$ cat config.mk
export PLATFORM = sky130hd
export DESIGN_NAME = alu_operaciones_pipe
export DESIGN_NICKNAME = d
export VERILOG_FILES = /design/src/rtl/alu_operaciones_pipe.sv
export SDC_FILE = /design/constraint.sdc
export NUM_CORES = 1
export LEC_CHECK = 0
export ABC_AREA = 1
export BUFFER_PORTS_ARGS = -buffer_cell sky130_fd_sc_hd__buf_2
export CORE_MARGIN = 8
export CORE_UTILIZATION = 45
export CTS_CLUSTER_DIAMETER = 50
export DETAILED_ROUTE_END_ITERATION = 6
export GPL_TIMING_DRIVEN = 0
export PLACE_DENSITY = 0.71
export SKIP_CTS_REPAIR_TIMING = 1
export SYNTH_ARGS = -nofsm -noshare
export SYNTH_HDL_FRONTEND = slang
export SYNTH_SLANG_ARGS = --single-unit
$ cat constraint.sdc
create_clock -name clk -period 1.8 [get_ports clk]
set_input_delay 0.18 -clock clk [delete_from_list [all_inputs] [get_ports clk]]
set_output_delay 0.18 -clock clk [all_outputs]
set_load 0.02 [all_outputs]
$ cat src/rtl/alu_operaciones_pipe.sv
// alu_operaciones_pipe: two-stage valid/ready pipelined two's-complement ALU with ovf/zero/neg/err flags.
// Build option: define ALU_SAT_EN to saturate overflowing results instead of wrapping modulo 2^W.
module alu_operaciones_pipe #(
  parameter int W = 12
) (
  input  logic         clk,
  input  logic         rst,
  input  logic         in_valid,
  output logic         in_ready,
  input  logic [2:0]   op,
  input  logic [W-1:0] a,
  input  logic [W-1:0] b,
  output logic         out_valid,
  input  logic         out_ready,
  output logic [W-1:0] result,
  output logic         ovf,
  output logic         zero,
  output logic         neg,
  output logic         err
);

  localparam logic [2:0] OP_NEG  = 3'b000;
  localparam logic [2:0] OP_ADD  = 3'b001;
  localparam logic [2:0] OP_SUB  = 3'b010;
  localparam logic [2:0] OP_AND  = 3'b011;
  localparam logic [2:0] OP_XOR  = 3'b100;
  localparam logic [2:0] OP_ABS  = 3'b101;
  localparam logic [2:0] OP_PASS = 3'b110;

  localparam logic [W-1:0] MAX_VAL = {1'b0, {(W-1){1'b1}}};
  localparam logic [W-1:0] MIN_VAL = {1'b1, {(W-1){1'b0}}};

  // A W+1-bit sum overflowed W bits when its two top bits disagree.
  function automatic logic f_wide_ovf(input logic [W:0] x);
    return x[W] ^ x[W-1];
  endfunction

`ifdef ALU_SAT_EN
  // Every overflow case wraps to the opposite sign, so the wrapped MSB picks the clamp rail.
  function automatic logic [W-1:0] f_finalise(input logic [W-1:0] raw, input logic ovf_in);
    logic [W-1:0] res;
    if (ovf_in) begin
      res = raw[W-1] ? MAX_VAL : MIN_VAL;
    end else begin
      res = raw;
    end
    return res;
  endfunction
`else
  function automatic logic [W-1:0] f_finalise(input logic [W-1:0] raw, input logic ovf_in);
    logic [W-1:0] res;
    if (ovf_in) begin
      res = raw;
    end else begin
      res = raw;
    end
    return res;
  endfunction
`endif

  logic         r_s1_valid;
  logic [2:0]   r_s1_op;
  logic [W-1:0] r_s1_a;
  logic [W-1:0] r_s1_b;

  logic         r_s2_valid;
  logic [W-1:0] r_result;
  logic         r_ovf;
  logic         r_zero;
  logic         r_neg;
  logic         r_err;

  logic         w_s2_load;
  logic         w_in_ready;
  logic [W:0]   w_a_ext;
  logic [W:0]   w_b_ext;
  logic [W:0]   w_sum;
  logic [W:0]   w_diff;
  logic [W-1:0] w_negb;
  logic         w_b_is_min;
  logic [W-1:0] w_raw;
  logic         w_ovf;
  logic         w_err;
  logic [W-1:0] w_res;

  // Handshake: stage 2 refills when empty or draining, stage 1 follows it.
  always_comb begin
    w_s2_load  = !r_s2_valid || out_ready;
    w_in_ready = !r_s1_valid || w_s2_load;
  end

  // Stage 1 register: operands and opcode.
  always_ff @(posedge clk) begin
    if (rst) begin
      r_s1_valid <= 1'b0;
      r_s1_op    <= 3'b000;
      r_s1_a     <= {W{1'b0}};
      r_s1_b     <= {W{1'b0}};
    end else if (w_in_ready) begin
      r_s1_valid <= in_valid;
      if (in_valid) begin
        r_s1_op <= op;
        r_s1_a  <= a;
        r_s1_b  <= b;
      end
    end
  end

  // Stage 2 datapath: wide arithmetic, opcode select and overflow detection.
  always_comb begin
    w_a_ext    = {r_s1_a[W-1], r_s1_a};
    w_b_ext    = {r_s1_b[W-1], r_s1_b};
    w_sum      = w_a_ext + w_b_ext;
    w_diff     = w_a_ext - w_b_ext;
    w_negb     = {W{1'b0}} - r_s1_b;
    w_b_is_min = (r_s1_b == MIN_VAL);
    w_raw      = {W{1'b0}};
    w_ovf      = 1'b0;
    w_err      = 1'b0;
    case (r_s1_op)
      OP_NEG: begin
        w_raw = w_negb;
        w_ovf = w_b_is_min;
      end
      OP_ADD: begin
        w_raw = w_sum[W-1:0];
        w_ovf = f_wide_ovf(w_sum);
      end
      OP_SUB: begin
        w_raw = w_diff[W-1:0];
        w_ovf = f_wide_ovf(w_diff);
      end
      OP_AND: begin
        w_raw = r_s1_a & r_s1_b;
      end
      OP_XOR: begin
        w_raw = r_s1_a ^ r_s1_b;
      end
      OP_ABS: begin
        if (r_s1_b[W-1]) begin
          w_raw = w_negb;
        end else begin
          w_raw = r_s1_b;
        end
        w_ovf = w_b_is_min;
      end
      OP_PASS: begin
        w_raw = r_s1_a;
      end
      default: begin
        w_raw = {W{1'b0}};
        w_err = 1'b1;
      end
    endcase
    w_res = f_finalise(w_raw, w_ovf);
  end

  // Stage 2 register: result and flags, held while the consumer stalls.
  always_ff @(posedge clk) begin
    if (rst) begin
      r_s2_valid <= 1'b0;
      r_result   <= {W{1'b0}};
      r_ovf      <= 1'b0;
      r_zero     <= 1'b0;
      r_neg      <= 1'b0;
      r_err      <= 1'b0;
    end else if (w_s2_load) begin
      r_s2_valid <= r_s1_valid;
      if (r_s1_valid) begin
        r_result <= w_res;
        r_ovf    <= w_ovf;
        r_zero   <= (w_res == {W{1'b0}});
        r_neg    <= w_res[W-1];
        r_err    <= w_err;
      end
    end
  end

  assign in_ready  = w_in_ready;
  assign out_valid = r_s2_valid;
  assign result    = r_result;
  assign ovf       = r_ovf;
  assign zero      = r_zero;
  assign neg       = r_neg;
  assign err       = r_err;

endmodule
Word level (Yosys, flattened, before mapping). Cells that the tools add are included.

Flip-flop bits (word level): 45. Bits of input ports: 31. Output and inout port bits: 18. Word-level logic and storage cells: 38.

Add/sub/neg operators: 3. Equality and inequality tests: 7. Muxes and demuxes: 4. Bitwise operators: 4. Reductions and logical operators: 10.

Operators with widths (number): $pmux 12 s7 (1); $add 12x12->13 (1); $sub 12x12->13 (1); $and 12x12->12 (1); $eq 12x12->1 const B (1); $logic_not 12->1 (1); $mux 12 (1); $sub 1x12->12 const A (1); $xor 12x12->12 (1); $eq 3x3->1 const B (3); $reduce_or 7->1 (1); $eq 3x2->1 const B (2); $reduce_and 2->1 (2); $eq 3x1->1 const B (1); $logic_not 3->1 (1); $pmux 1 s3 (1); $logic_not 1->1 (2); $logic_or 1x1->1 (2); $reduce_or 2->1 (1); $xor 1x1->1 (2); $mux 1 (1).

Longest topological paths before layout. Gate-level depths: netlist (run 1).

Depth in word-level cells: 4. Depth in mapped cells: 17. Gate-level depth less buffers: 17.

Least setup slack after synthesis (run 1). OpenSTA, ideal clock, no wires.

Kind: reg-to-reg. Start point: reg r_s1_b[2]. End point: reg r_zero, in the netlist zero. Setup time: 70 ps. Data arrival time: 1863 ps. Required time: 1730 ps. Slack: -132 ps. Cell stages (with the launch flop): 17. Buffers on the path: 1. Period minus slack after synthesis: 1932 ps. Path through: dfxtp_1 > inv_1 > ha_1 > buf_2 > inv_1 > nand2_1 > nand2_1 > nand3b_1 > nand2_1 > nand2_1 > nand2_1 > nand2_1 > nand3_1 > nand3_1 > nor2_1 > nand3_1 > a21oi_1.

Longest elaborated chain between the ends: 4. Elaborated cells on any way between the ends: 8. Those cells by class: add/sub (3); mux (2); bitwise (2); reduce/logical (1).

Ends and longest elaborated chain: from (decl) (RTL line 64) `logic [W-1:0] r_s1_b;`; from (signal assigned) (RTL line 98) `r_s1_b <= {W{1'b0}};`; $sub 1x12->12 (RTL line 115) `w_negb = {W{1'b0}} - r_s1_b;`; $mux 12 (RTL line 140) `if (r_s1_b[W-1]) begin`; $pmux 12 s7 (*) (RTL line 120) `case (r_s1_op)`; $logic_not 12->1 (*) (RTL line 172) `r_zero <= (w_res == {W{1'b0}});`; to (signal assigned) (RTL line 172); to (decl) (RTL line 69) `logic r_zero;`.

Mark *: on every way between the ends. The rest lies on a longest branch, timed or not. A chain may end at the register's enable or synchronous reset.

Final worst setup path (run 1).
Start point: reg r_s1_a[0]. End point: reg r_zero, in the netlist zero.

Longest elaborated chain between the ends: 3. Elaborated cells on any way between the ends: 6. Those cells by class: add/sub (2); mux (1); bitwise (2); reduce/logical (1).

Ends and longest elaborated chain: from (decl) (RTL line 63) `logic [W-1:0] r_s1_a;`; from (signal assigned) (RTL line 97) `r_s1_a <= {W{1'b0}};`; $sub 12x12->13 (tied with other cells) (RTL line 114) `w_diff = w_a_ext - w_b_ext;`; $pmux 12 s7 (*) (RTL line 120); $logic_not 12->1 (*) (RTL line 172).

Marks and branches as above.

==> results of run 1 <==
==> worst reg2reg max path: cells and delay by family (launching register included) <==
kind                     cells  cell delay (ns)
flip-flops                   1             0.35
AO/OA/AOI/OAI                1             0.15
adder cells (fa/ha/maj)      2             0.52
AND/OR/NAND/NOR             11             1.04
buffers and inverters        3             0.18
==> state kept, by name (all words and copies together), names as in the netlist, 3 cells and up <==
name     count
result      12
r_s1_op      3
r_s1_a      12
r_s1_b      12
==> placed cells by master, fill, tap and decap left out, types with 4 or more instances in the layout <==
master and count:
dfxtp_4 10, nand3_2 16, nor3_1 4, inv_4 5, nor2_2 13, clkbuf_8 5
o21ai_0 41, nand4_1 11, dfxtp_2 6, buf_2 48, a21oi_2 9, inv_2 16
nor2_1 90, o211ai_1 4, nand2_2 16, nand2_1 147, ha_4 5, ha_1 19
nor2_4 6, inv_1 61, nand3_1 64, a21oi_1 35, buf_6 4, dfxtp_1 28
clkbuf_1 10, o21ai_1 5, buf_4 19
==> power by group through the flow <==
| stage | clock network, uW | logic, uW | registers (uW) |
|---|---|---|---|
| after global routing | 806 | 1620 | 1140 |
| final | 758 | 1480 | 1130 |
| after CTS | 771 | 1210 | 1130 |
| after detailed placement | 0 | 1200 | 1150 |
| after global placement | 0 | 1180 | 1150 |
| after floorplan | 0 | 836 | 1160 |
==> cells in the mapped netlist, types with 3 or more instances <==
library cell | count | area, um2
nand3_1 | 79 | 395.4
nand3_2 | 3 | 30.03
a21oi_1 | 45 | 225.2
ha_1 | 26 | 325.3
buf_4 | 4 | 30.03
o211ai_1 | 4 | 30.03
dfxtp_1 | 44 | 880.8
nand4_1 | 11 | 68.82
inv_1 | 77 | 289.0
clkbuf_1 | 10 | 37.54
nor3_1 | 5 | 25.02
buf_2 | 6 | 30.03
nand2_1 | 162 | 608.1
inv_2 | 4 | 15.01
o21ai_0 | 47 | 235.2
nor2_1 | 107 | 401.6
==> metrics by stage <==
step                      setup WS (ns)  setup TNS [ns]  instance area, um2  std cells  util (%)
after global placement          -0.5850          -3.322                4254        808     51.77
after CTS                       -0.6497          -3.979                4364        816     53.11
after detailed placement        -0.6205          -3.657                4254        808     51.77
after floorplan                -0.05039        -0.05039                3882        655         -
final                           -0.5027          -2.969                4797        828     58.38
after global routing            -0.6037          -4.001                4797        828     58.38
==> path summary, 6_finish.rpt <==
path / start / end
max reg2reg: r_s1_a[0] / zero
max: r_s1_a[0] / zero
min: a[9] / r_s1_a[9]
min reg2reg: ovf / ovf
==> layout make-up <==
type	count	area [um2]	area share, %
Multi-Input combinational cell	507	2839	59.18
Clock buffer	5	68.82	1.435
Tap cell	105	131.4	2.739
Sequential cell	44	925.9	19.30
Buffer	22	142.6	2.973
Clock inverter	3	41.29	0.8607
Inverter	82	317.8	6.625
Timing Repair Buffer	60	330.3	6.886
==> kinds of logic after synthesis <==
group                    Yosys count
XOR/XNOR                           1
buffers and inverters            104
adder cells (fa/ha/maj)           28
AO/OA/AOI/OAI                    105
flip-flops                        44
AND/OR/NAND/NOR                  373
==> routing by layer <==
layer  vias to the layer above  track usage, %  wire length [um]
met5                         -               0                 0
met4                         0           7.532               274
met3                        20           2.275               700
met2                       149           35.88              6230
met1                      2008           29.94              6279
li1                       2258               -                 -
==> impl_metrics.json, run 1 <==
{
  "cts_tree": "yes",
  "routed_via_density": 5.356,
  "path_cells": "inv_2 > ha_4 > inv_4 > fa_2 > inv_2 > nand2_2 > nand2_1 > nor2_1 > nor2_1 > nand2_1 > nor2_4 > nand3_2 > nor2_2 > nand3_2 > nor2_1 > nand3_1 > a21oi_2",
  "boundaryPins": 49,
  "synth_async_sr_flop_share_pct": 0,
  "finalCriticalPeriod_ns": 2.303,
  "finalSetupViolCount": 11,
  "max_freq_mhz": 434.3,
  "clkTransAtPathRegs_ns": 0.09,
  "routed_wirelength_um": 13490,
  "die_area_um2": 11640,
  "period_share_pct": 127.9,
  "fillCellCount": 825,
  "synth_fa_ha_area_share_pct": 9.615,
  "cp.arrival_ns": 2.53,
  "fp.dieW_um": 107.9,
  "crit_top_cell": "nor2_1",
  "cts_made_buffers": 5,
  "antenna_found_initial": 0,
  "synthesis.area_um2": 3800,
  "hpwlAfterDp_um": 10830,
  "worst-r2r-setup-slack_ns": -0.50,
  "diodes": 0,
  "synth-compound-area-share_pct": 14.59,
  "drt_first_iter_violations": 323,
  "leakage_uw": 0.002376,
  "syn_area_per_cell_um2": 5.801,
  "vias": 4435,
  "grt_pass1_vias": 4158,
  "antenna_left": 0,
  "power.switching_uw": 1381,
  "violations": "setup timing",
  "drv_slew": 0,
  "worst-setup-path-type": "reg2reg",
  "status": "finished with violations",
  "htree_levels": 2,
  "clock_sinks": 44,
  "core-area_um2": 8217,
  "die_h_um": 107.9,
  "synthesis.nets": 714,
  "track_usage_pct": 22.21,
  "slowest_stage": "fa_2",
  "grt_max_degree": 15,
  "grt_overflow": 0,
  "routedWlPerCell_um": 16.29,
  "synth_top_family_by_area": "simple AND/OR/NAND/NOR gates",
  "synth_xor_area_share_pct": 0.2305,
  "rsz0062_at_grt": "true",
  "ctsLongestPathBuffers": 2,
  "ys_types": 31,
  "synth_edf_count": 0,
  "place_congestion": 0.9332,
  "clk_latency_ns": 0.30,
  "drv_cap": 0,
  "ys_seq_area_share_pct": 23.18,
  "yosys_warnings": 0,
  "critical_path.max_fanout": 3,
  "grt_pass1_wl_um": 20520,
  "r2r_cells": 17,
  "critPathBufInv": 3,
  "fin_nets": 781,
  "slew_headroom_pct": 58.92,
  "hold_class": "in2reg",
  "worst_setup_path_end_kind": "flop",
  "critical_path_depth": 17,
  "critical_path_required_ns": 2.03,
  "tightest_slew_ns": 0.6140,
  "final.setup_skew_ns": 0.007485,
  "start_util_pct": 46.25,
  "drt_first_pass_iters": 5,
  "slowest_delay_ns": 0.37,
  "holdPathStages": 3,
  "peakVddDrop_mv": 0.8858,
  "syn_to_final_growth_pct": 26.24,
  "worst_slack_ns": -0.5027,
  "cp_top_family": "simple AND/OR/NAND/NOR gates",
  "cts_root_buffer": "clkbuf_8",
  "power_density_nw_per_um2": 701.1,
  "muxShareOfSynthArea_pct": 0,
  "drive_gt1_share_pct": 26.69,
  "p_comb_share_pct": 43.9,
  "synthFlopType": "dfxtp_1",
  "placementRows": 33,
  "cp-start-kind": "flop",
  "p_int_uw": 1982,
  "whs_ns": 0.1322,
  "drc_errors": 0,
  "totalPowerFinal_uw": 3363,
  "power_frac_seq_pct": 33.6,
  "synthSimpleGateAreaFrac_pct": 41.46,
  "power.share.clock_pct": 22.5,
  "syn-instance-count": 655,
  "io_buffer_count": 48,
  "hold_viol": 0,
  "synth-seq-cells": 44,
  "switching_share_pct": 41.06
}
(Power assumes the default switching activity.)
==> run 2, diff against run 1 <==
--- a/config.mk
+++ b/config.mk
@@ -6,14 +6,16 @@
 export NUM_CORES = 1
 export LEC_CHECK = 0
 export ABC_AREA = 1
-export BUFFER_PORTS_ARGS = -buffer_cell sky130_fd_sc_hd__buf_2
+export ABC_CLOCK_PERIOD_IN_PS = 1800
 export CORE_MARGIN = 8
 export CORE_UTILIZATION = 45
 export CTS_CLUSTER_DIAMETER = 50
 export DETAILED_ROUTE_END_ITERATION = 6
+export DONT_BUFFER_PORTS = 1
 export GPL_TIMING_DRIVEN = 0
-export PLACE_DENSITY = 0.71
+export PLACE_DENSITY = 0.66
 export SKIP_CTS_REPAIR_TIMING = 1
 export SYNTH_ARGS = -nofsm -noshare
 export SYNTH_HDL_FRONTEND = slang
 export SYNTH_SLANG_ARGS = --single-unit
+export TNS_END_PERCENT = 10
==> run 2 against run 1 <==
  * The run ends with hold timing, setup timing left
  * Power is 0.28% lower
  * Routed wire length is 1.6% lower
  * Die area stayed put
  * Critical path depth stayed put
  * Count of clock-buffer cells in the layout stayed put
  * Final cell count is 4.8% lower
  * Register-to-register slack better by 0.04 ns
  * Sequential share of layout area is 0.79 points higher
  * Clock power is 5.3% higher
  * Sequential power is 4% higher
  * Cell area is 3.4% lower
  * Setup slack better by 0.043 ns
  * Largest cell class unchanged
  * Largest power group unchanged
  * Highest routed layer unchanged
==> impl_metrics.json, run 2 (synthesis gave the netlist of run 1 again) <==
{
  "status": "finished with violations",
  "violations": "hold timing, setup timing",
  "clk_latency_ns": 0.30,
  "syn_to_final_growth_pct": 21.93,
  "p_comb_share_pct": 41.4,
  "drt_first_iter_violations": 254,
  "worst_setup_path_end_kind": "flop",
  "hold_viol": 3,
  "cp-start-kind": "flop",
  "drt_first_pass_iters": 5,
  "hpwlAfterDp_um": 10800,
  "place_congestion": 0.9667,
  "cp_top_family": "simple AND/OR/NAND/NOR gates",
  "cts_tree": "yes",
  "placementRows": 33,
  "power.switching_uw": 1386,
  "routed_via_density": 5.416,
  "antenna_left": 0,
  "die_area_um2": 11640,
  "final.setup_skew_ns": 0.009204,
  "rsz0062_at_grt": "true",
  "cts_made_buffers": 5,
  "period_share_pct": 125.6,
  "fillCellCount": 861,
  "routed_wirelength_um": 13270,
  "vias": 4268,
  "worst-setup-path-type": "reg2reg",
  "start_util_pct": 46.25,
  "dpl_worst_slack_ns": -0.6107,
  "finalCriticalPeriod_ns": 2.260,
  "final_cell_mix": "nand2_1, nor2_1, nand3_1",
  "slowest_stage": "fa_2",
  "power.share.clock_pct": 23.8,
  "crit_top_cell": "nand2_1",
  "grt_overflow": 0,
  "hold_class": "in2reg",
  "clock_sinks": 44,
  "drive_gt1_share_pct": 22.69,
  "tightest_slew_ns": 0.6897,
  "grt_pass1_wl_um": 20250,
  "drc_errors": 0,
  "placed_cells": 760,
  "track_usage_pct": 22.16,
  "leakage_uw": 0.002197,
  "power_density_nw_per_um2": 723.9,
  "slew_headroom_pct": 53.85,
  "ctsLongestPathBuffers": 2,
  "multiInputGateArea_um2": 2831,
  "seq_area_um2": 930.9,
  "slowest_delay_ns": 0.38,
  "max_freq_mhz": 442.5,
  "peakVddDrop_mv": 0.4740,
  "routedWlPerCell_um": 16.84,
  "htree_levels": 2,
  "drv_cap": 0,
  "cts_root_buffer": "clkbuf_8",
  "clkTransAtPathRegs_ns": 0.10,
  "fin_nets": 741,
  "critPathBufInv": 3,
  "worst_slack_ns": -0.4600,
  "cp.arrival_ns": 2.50,
  "fp.dieW_um": 107.9,
  "grt_pass1_vias": 3896,
  "critical_path.max_fanout": 3,
  "power_frac_seq_pct": 34.8,
  "final_common_cell": "nand2_1",
  "antenna_found_initial": 0,
  "core-area_um2": 8217,
  "switching_share_pct": 41.31,
  "finalSetupViolCount": 11,
  "whs_ns": -0.06850,
  "path_cells": "inv_4 > ha_4 > inv_4 > fa_2 > inv_2 > nand2_1 > nand2_1 > nor2_1 > nor2_1 > nand2_1 > nor2_4 > nand3_2 > nor2_2 > nand3_1 > nor2_2 > nand3_1 > a21oi_1",
  "boundaryPins": 49,
  "p_int_uw": 1968,
  "die_h_um": 107.9,
  "drv_slew": 0,
  "diodes": 0,
  "grt_max_degree": 16,
  "io_buffer_count": 0,
  "critical_path_required_ns": 2.04,
  "final_cells": 788
}
==> run 2: changes by cell type in the layout (fill, tap and decap cells not counted), moves of 3 or more <==
cell | before | now
buf_2 | 48 | 1
buf_4 | 19 | 24
clkinvlp_4 | 0 | 3
inv_2 | 16 | 19
inv_1 | 61 | 56
ha_4 | 5 | 8
==> run 2: layer usage <==
layer | vias up | part of all wire [%] | wire (um) | global-route usage [%]
met5 | - | 0 | 0 | 0
met3 | 19 | 5.0 | 670 | 3.054
met2 | 117 | 46 | 6127 | 35.96
met4 | 0 | 2.6 | 346 | 6.046
li1 | 2174 | - | - | -
met1 | 1958 | 46 | 6126 | 29.81
==> run 2: final cells by class <==
cell class,count,area share [%]
multi-input combinational,507,61.11
timing repair buffer,20,3.322
clock inverter,3,0.9992
buffer,22,3.133
clock buffer,5,1.485
inverter,82,7.021
tap,105,2.836
sequential,44,20.09
==> run 2: metrics by stage <==
| step | cell area [um2] | power [uW] | setup TNS, ns | util, % |
|---|---|---|---|---|
| after floorplan | 3847 | 1974 | -0.07636 | - |
| after global placement | 3979 | 2266 | -5.575 | 48.42 |
| after detailed placement | 3979 | 2282 | -6.711 | 48.42 |
| after CTS | 4094 | 3078 | -7.640 | 49.82 |
| after global routing | 4633 | 3562 | -3.897 | 56.39 |
| final | 4633 | 3354 | -1.997 | 56.39 |
==> run 2: power groups by stage <==
stage | Clock [uW] | Combinational (uW) | Sequential [uW]
global route | 843 | 1540 | 1180
floorplan | 0 | 816 | 1160
detailed placement | 0 | 1090 | 1190
finish | 798 | 1390 | 1170
CTS | 815 | 1100 | 1160
global placement | 0 | 1080 | 1190
==> run 2: path summary, 6_finish.rpt <==
check,end,start,slack (ns),depth (start not counted)
min,r_s1_valid,rst,-0.07,1
min reg2reg,r_s1_b[9],r_s1_b[9],0.52,2
max,zero,r_s1_a[0],-0.46,17
max reg2reg,zero,r_s1_a[0],-0.46,17
==> run 2: worst reg2reg max path, cell delays in order (launching register included) <==
cell and delay, ns:
dfxtp_4 0.37, inv_4 0.07, ha_4 0.13, inv_4 0.04, fa_2 0.38, inv_2 0.05
nand2_1 0.04, nand2_1 0.05, nor2_1 0.04, nor2_1 0.10, nand2_1 0.09, nor2_4 0.19
nand3_2 0.09, nor2_2 0.12, nand3_1 0.09, nor2_2 0.13, nand3_1 0.09, a21oi_1 0.14
==> run 3, diff against run 2 <==
--- a/config.mk
+++ b/config.mk
@@ -12,6 +12,7 @@
 export CTS_CLUSTER_DIAMETER = 50
 export DETAILED_ROUTE_END_ITERATION = 6
 export DONT_BUFFER_PORTS = 1
+export GPL_ROUTABILITY_DRIVEN = 0
 export GPL_TIMING_DRIVEN = 0
 export PLACE_DENSITY = 0.66
 export SKIP_CTS_REPAIR_TIMING = 1
==> constraint.sdc (replaced) <==
create_clock -name clk -period 1.8 [get_ports clk]
set_input_delay 0.18 -clock clk [delete_from_list [all_inputs] [get_ports clk]]
set_output_delay 0.18 -clock clk [all_outputs]
set_load 0.05 [all_outputs]
==> run 3 against run 2 <==
  * The run still ends with hold timing, setup timing left
  * Setup slack lost 0.037 ns
  * First-iteration DRC count grew 43%
  * Power grew 1.0%
  * Clock power rose by 4.3%
  * Critical path depth stayed put
  * Maximum frequency shrank 1.6%
  * Routed wire length shrank 3.1%
  * Clock skew increased by 0.0052 ns
  * Critical endpoint unchanged
  * Largest cell class unchanged
  * Highest routed layer unchanged
==> impl_metrics.json, run 3 (synthesis gave the netlist of run 1 again) <==
{
  "status": "finished with violations",
  "violations": "hold timing, setup timing",
  "worst-r2r-setup-slack_ns": -0.50,
  "grt_pass1_wl_um": 20220,
  "critical_path_required_ns": 2.05,
  "reg2reg_to": "zero",
  "die_h_um": 107.9,
  "critical_path.max_fanout": 4,
  "grt_pass1_vias": 4107,
  "critPathBufInv": 3,
  "power_density_nw_per_um2": 751.9,
  "worst_setup_path_end_kind": "flop",
  "cts_made_buffers": 5,
  "boundaryPins": 49,
  "grt_max_degree": 15,
  "r2r-start": "r_s1_a[0]",
  "startpoint": "r_s1_a[0]",
  "fp.dieW_um": 107.9,
  "r2r_cells": 17,
  "cts_root_buffer": "clkbuf_8",
  "syn_to_final_growth_pct": 18.57,
  "final_common_cell": "nand2_1",
  "totalPowerFinal_uw": 3388,
  "clkTransAtPathRegs_ns": 0.10,
  "routed_via_density": 5.562,
  "final_cell_mix": "nand2_1, nor2_1, nand3_1",
  "drv_slew": 0,
  "fin_area_um2": 4506,
  "wl_met3_um": 907,
  "htree_levels": 2,
  "final.setup_skew_ns": 0.01440,
  "cp_top_family": "simple AND/OR/NAND/NOR gates",
  "clock_sinks": 44,
  "slowest_stage": "fa_2",
  "crit_top_cell": "nand3_2",
  "fin_nets": 732,
  "endpoint": "zero",
  "drc_errors": 0,
  "max_freq_mhz": 435.3,
  "leakage_uw": 0.002139,
  "cts_tree": "yes",
  "clk_latency_ns": 0.31,
  "vias": 4333,
  "drt_first_pass_iters": 5,
  "die_area_um2": 11640,
  "hpwlAfterDp_um": 10250,
  "io_buffer_count": 0,
  "track_usage_pct": 21.77,
  "period_share_pct": 127.6,
  "start_util_pct": 46.25,
  "ctsLongestPathBuffers": 2,
  "routed_wirelength_um": 12850,
  "finalCriticalPeriod_ns": 2.297,
  "antenna_left": 0,
  "path_cells": "inv_2 > ha_4 > inv_4 > fa_2 > inv_2 > nand2_2 > nand2_2 > nor2_1 > nor2_1 > nand2_1 > nor2_4 > nand3_2 > nor2_2 > nand3_2 > nor2_4 > nand3_2 > a21oi_2",
  "peakVddDrop_mv": 0.5928,
  "tightest_slew_ns": 0.6448,
  "drv_cap": 0,
  "finalSetupViolCount": 12,
  "slew_headroom_pct": 56.85,
  "grt_overflow": 0,
  "worst_slack_ns": -0.4972,
  "wl_met1_um": 5594,
  "top_layer": "met4",
  "slowest_delay_ns": 0.39,
  "worst-setup-path-type": "reg2reg",
  "whs_ns": -0.07754,
  "diodes": 0,
  "antenna_found_initial": 0,
  "hold_class": "in2reg",
  "cp.arrival_ns": 2.55,
  "placementRows": 33,
  "core-area_um2": 8217,
  "rsz0062_at_grt": "true",
  "drive_gt1_share_pct": 19.73,
  "cp-start-kind": "flop",
  "place_area_um2": 3946,
  "hold_viol": 3,
  "routedWlPerCell_um": 16.50,
  "dr_wl_met2_um": 5986,
  "drt_first_iter_violations": 362,
  "critical_path_depth": 17
}
run 3: cell count changes in the layout (fill, tap and decap cells not counted), moves of 3 or more:
cell | before | now
ha_2 | 0 | 3
dfxtp_4 | 11 | 7
buf_6 | 5 | 1
dfxtp_1 | 26 | 29
inv_2 | 19 | 15
inv_1 | 56 | 62
buf_4 | 24 | 19
nor2_1 | 92 | 88
nor2_4 | 6 | 9
nand3_2 | 15 | 10
nand3_1 | 66 | 71
ha_4 | 8 | 4
run 3: area by class of cell:
class,instances,area [um2]
plain buffers,22,131.4
clock buffers,6,82.58
clock inverters,2,38.79
fillers,826,3711
inverters,82,319.1
multi-input cells,507,2800
flip-flops and latches,44,917.1
well taps,105,131.4
repair buffers,11,85.08
run 3: worst reg2reg max path, stage by stage (launching register included):
cell and delay (ns):
dfxtp_2 0.35, inv_2 0.08, ha_4 0.14, inv_4 0.04, fa_2 0.39, inv_2 0.07
nand2_2 0.04, nand2_2 0.06, nor2_1 0.04, nor2_1 0.11, nand2_1 0.09, nor2_4 0.16
nand3_2 0.08, nor2_2 0.13, nand3_2 0.12, nor2_4 0.14, nand3_2 0.08, a21oi_2 0.13
run 3: report_power, final:
part | internal [uW] | total (uW) | switching [uW]
Clock | 455 | 832 | 377
Combinational | 460 | 1330 | 868
Sequential | 1050 | 1230 | 180
Total | 1960 | 3390 | 1430
run 3: stage by stage:
step / setup WS [ns] / utilization [%] / instances / TNS [ns] / hold WS [ns]
after global placement: -0.6341 / 48.03 / 760 / -8.453 / 0.2484
after floorplan: -0.09261 / - / 655 / -0.1845 / 0.2417
after detailed placement: -0.6556 / 48.03 / 760 / -9.788 / 0.2495
after global routing: -0.6226 / 54.83 / 779 / -5.244 / -0.08467
after CTS: -0.6608 / 49.51 / 768 / -10.61 / -0.07623
final: -0.4972 / 54.83 / 779 / -2.696 / -0.07754
run 3: worst min-delay path by stage:
| stage | from | depth (start not counted) | endpoint | slack, ns |
|---|---|---|---|---|
| 2_1_floorplan | rst | 1 | out_valid | 0.24 |
| 3_3_place_gp | rst | 1 | out_valid | 0.25 |
| 3_5_place_dp | rst | 1 | out_valid | 0.25 |
| 4_1_cts | rst | 1 | out_valid | -0.08 |
| 5_1_grt | rst | 1 | zero | -0.08 |
| 6_report | rst | 1 | zero | -0.08 |
run 3: metal layers:
layer / vias to the layer above / GRT usage, %
met4: 0 / 10.41
met1: 1986 / 26.77
li1: 2162 / -
met2: 156 / 35.53
met3: 29 / 4.311
met5: - / 0
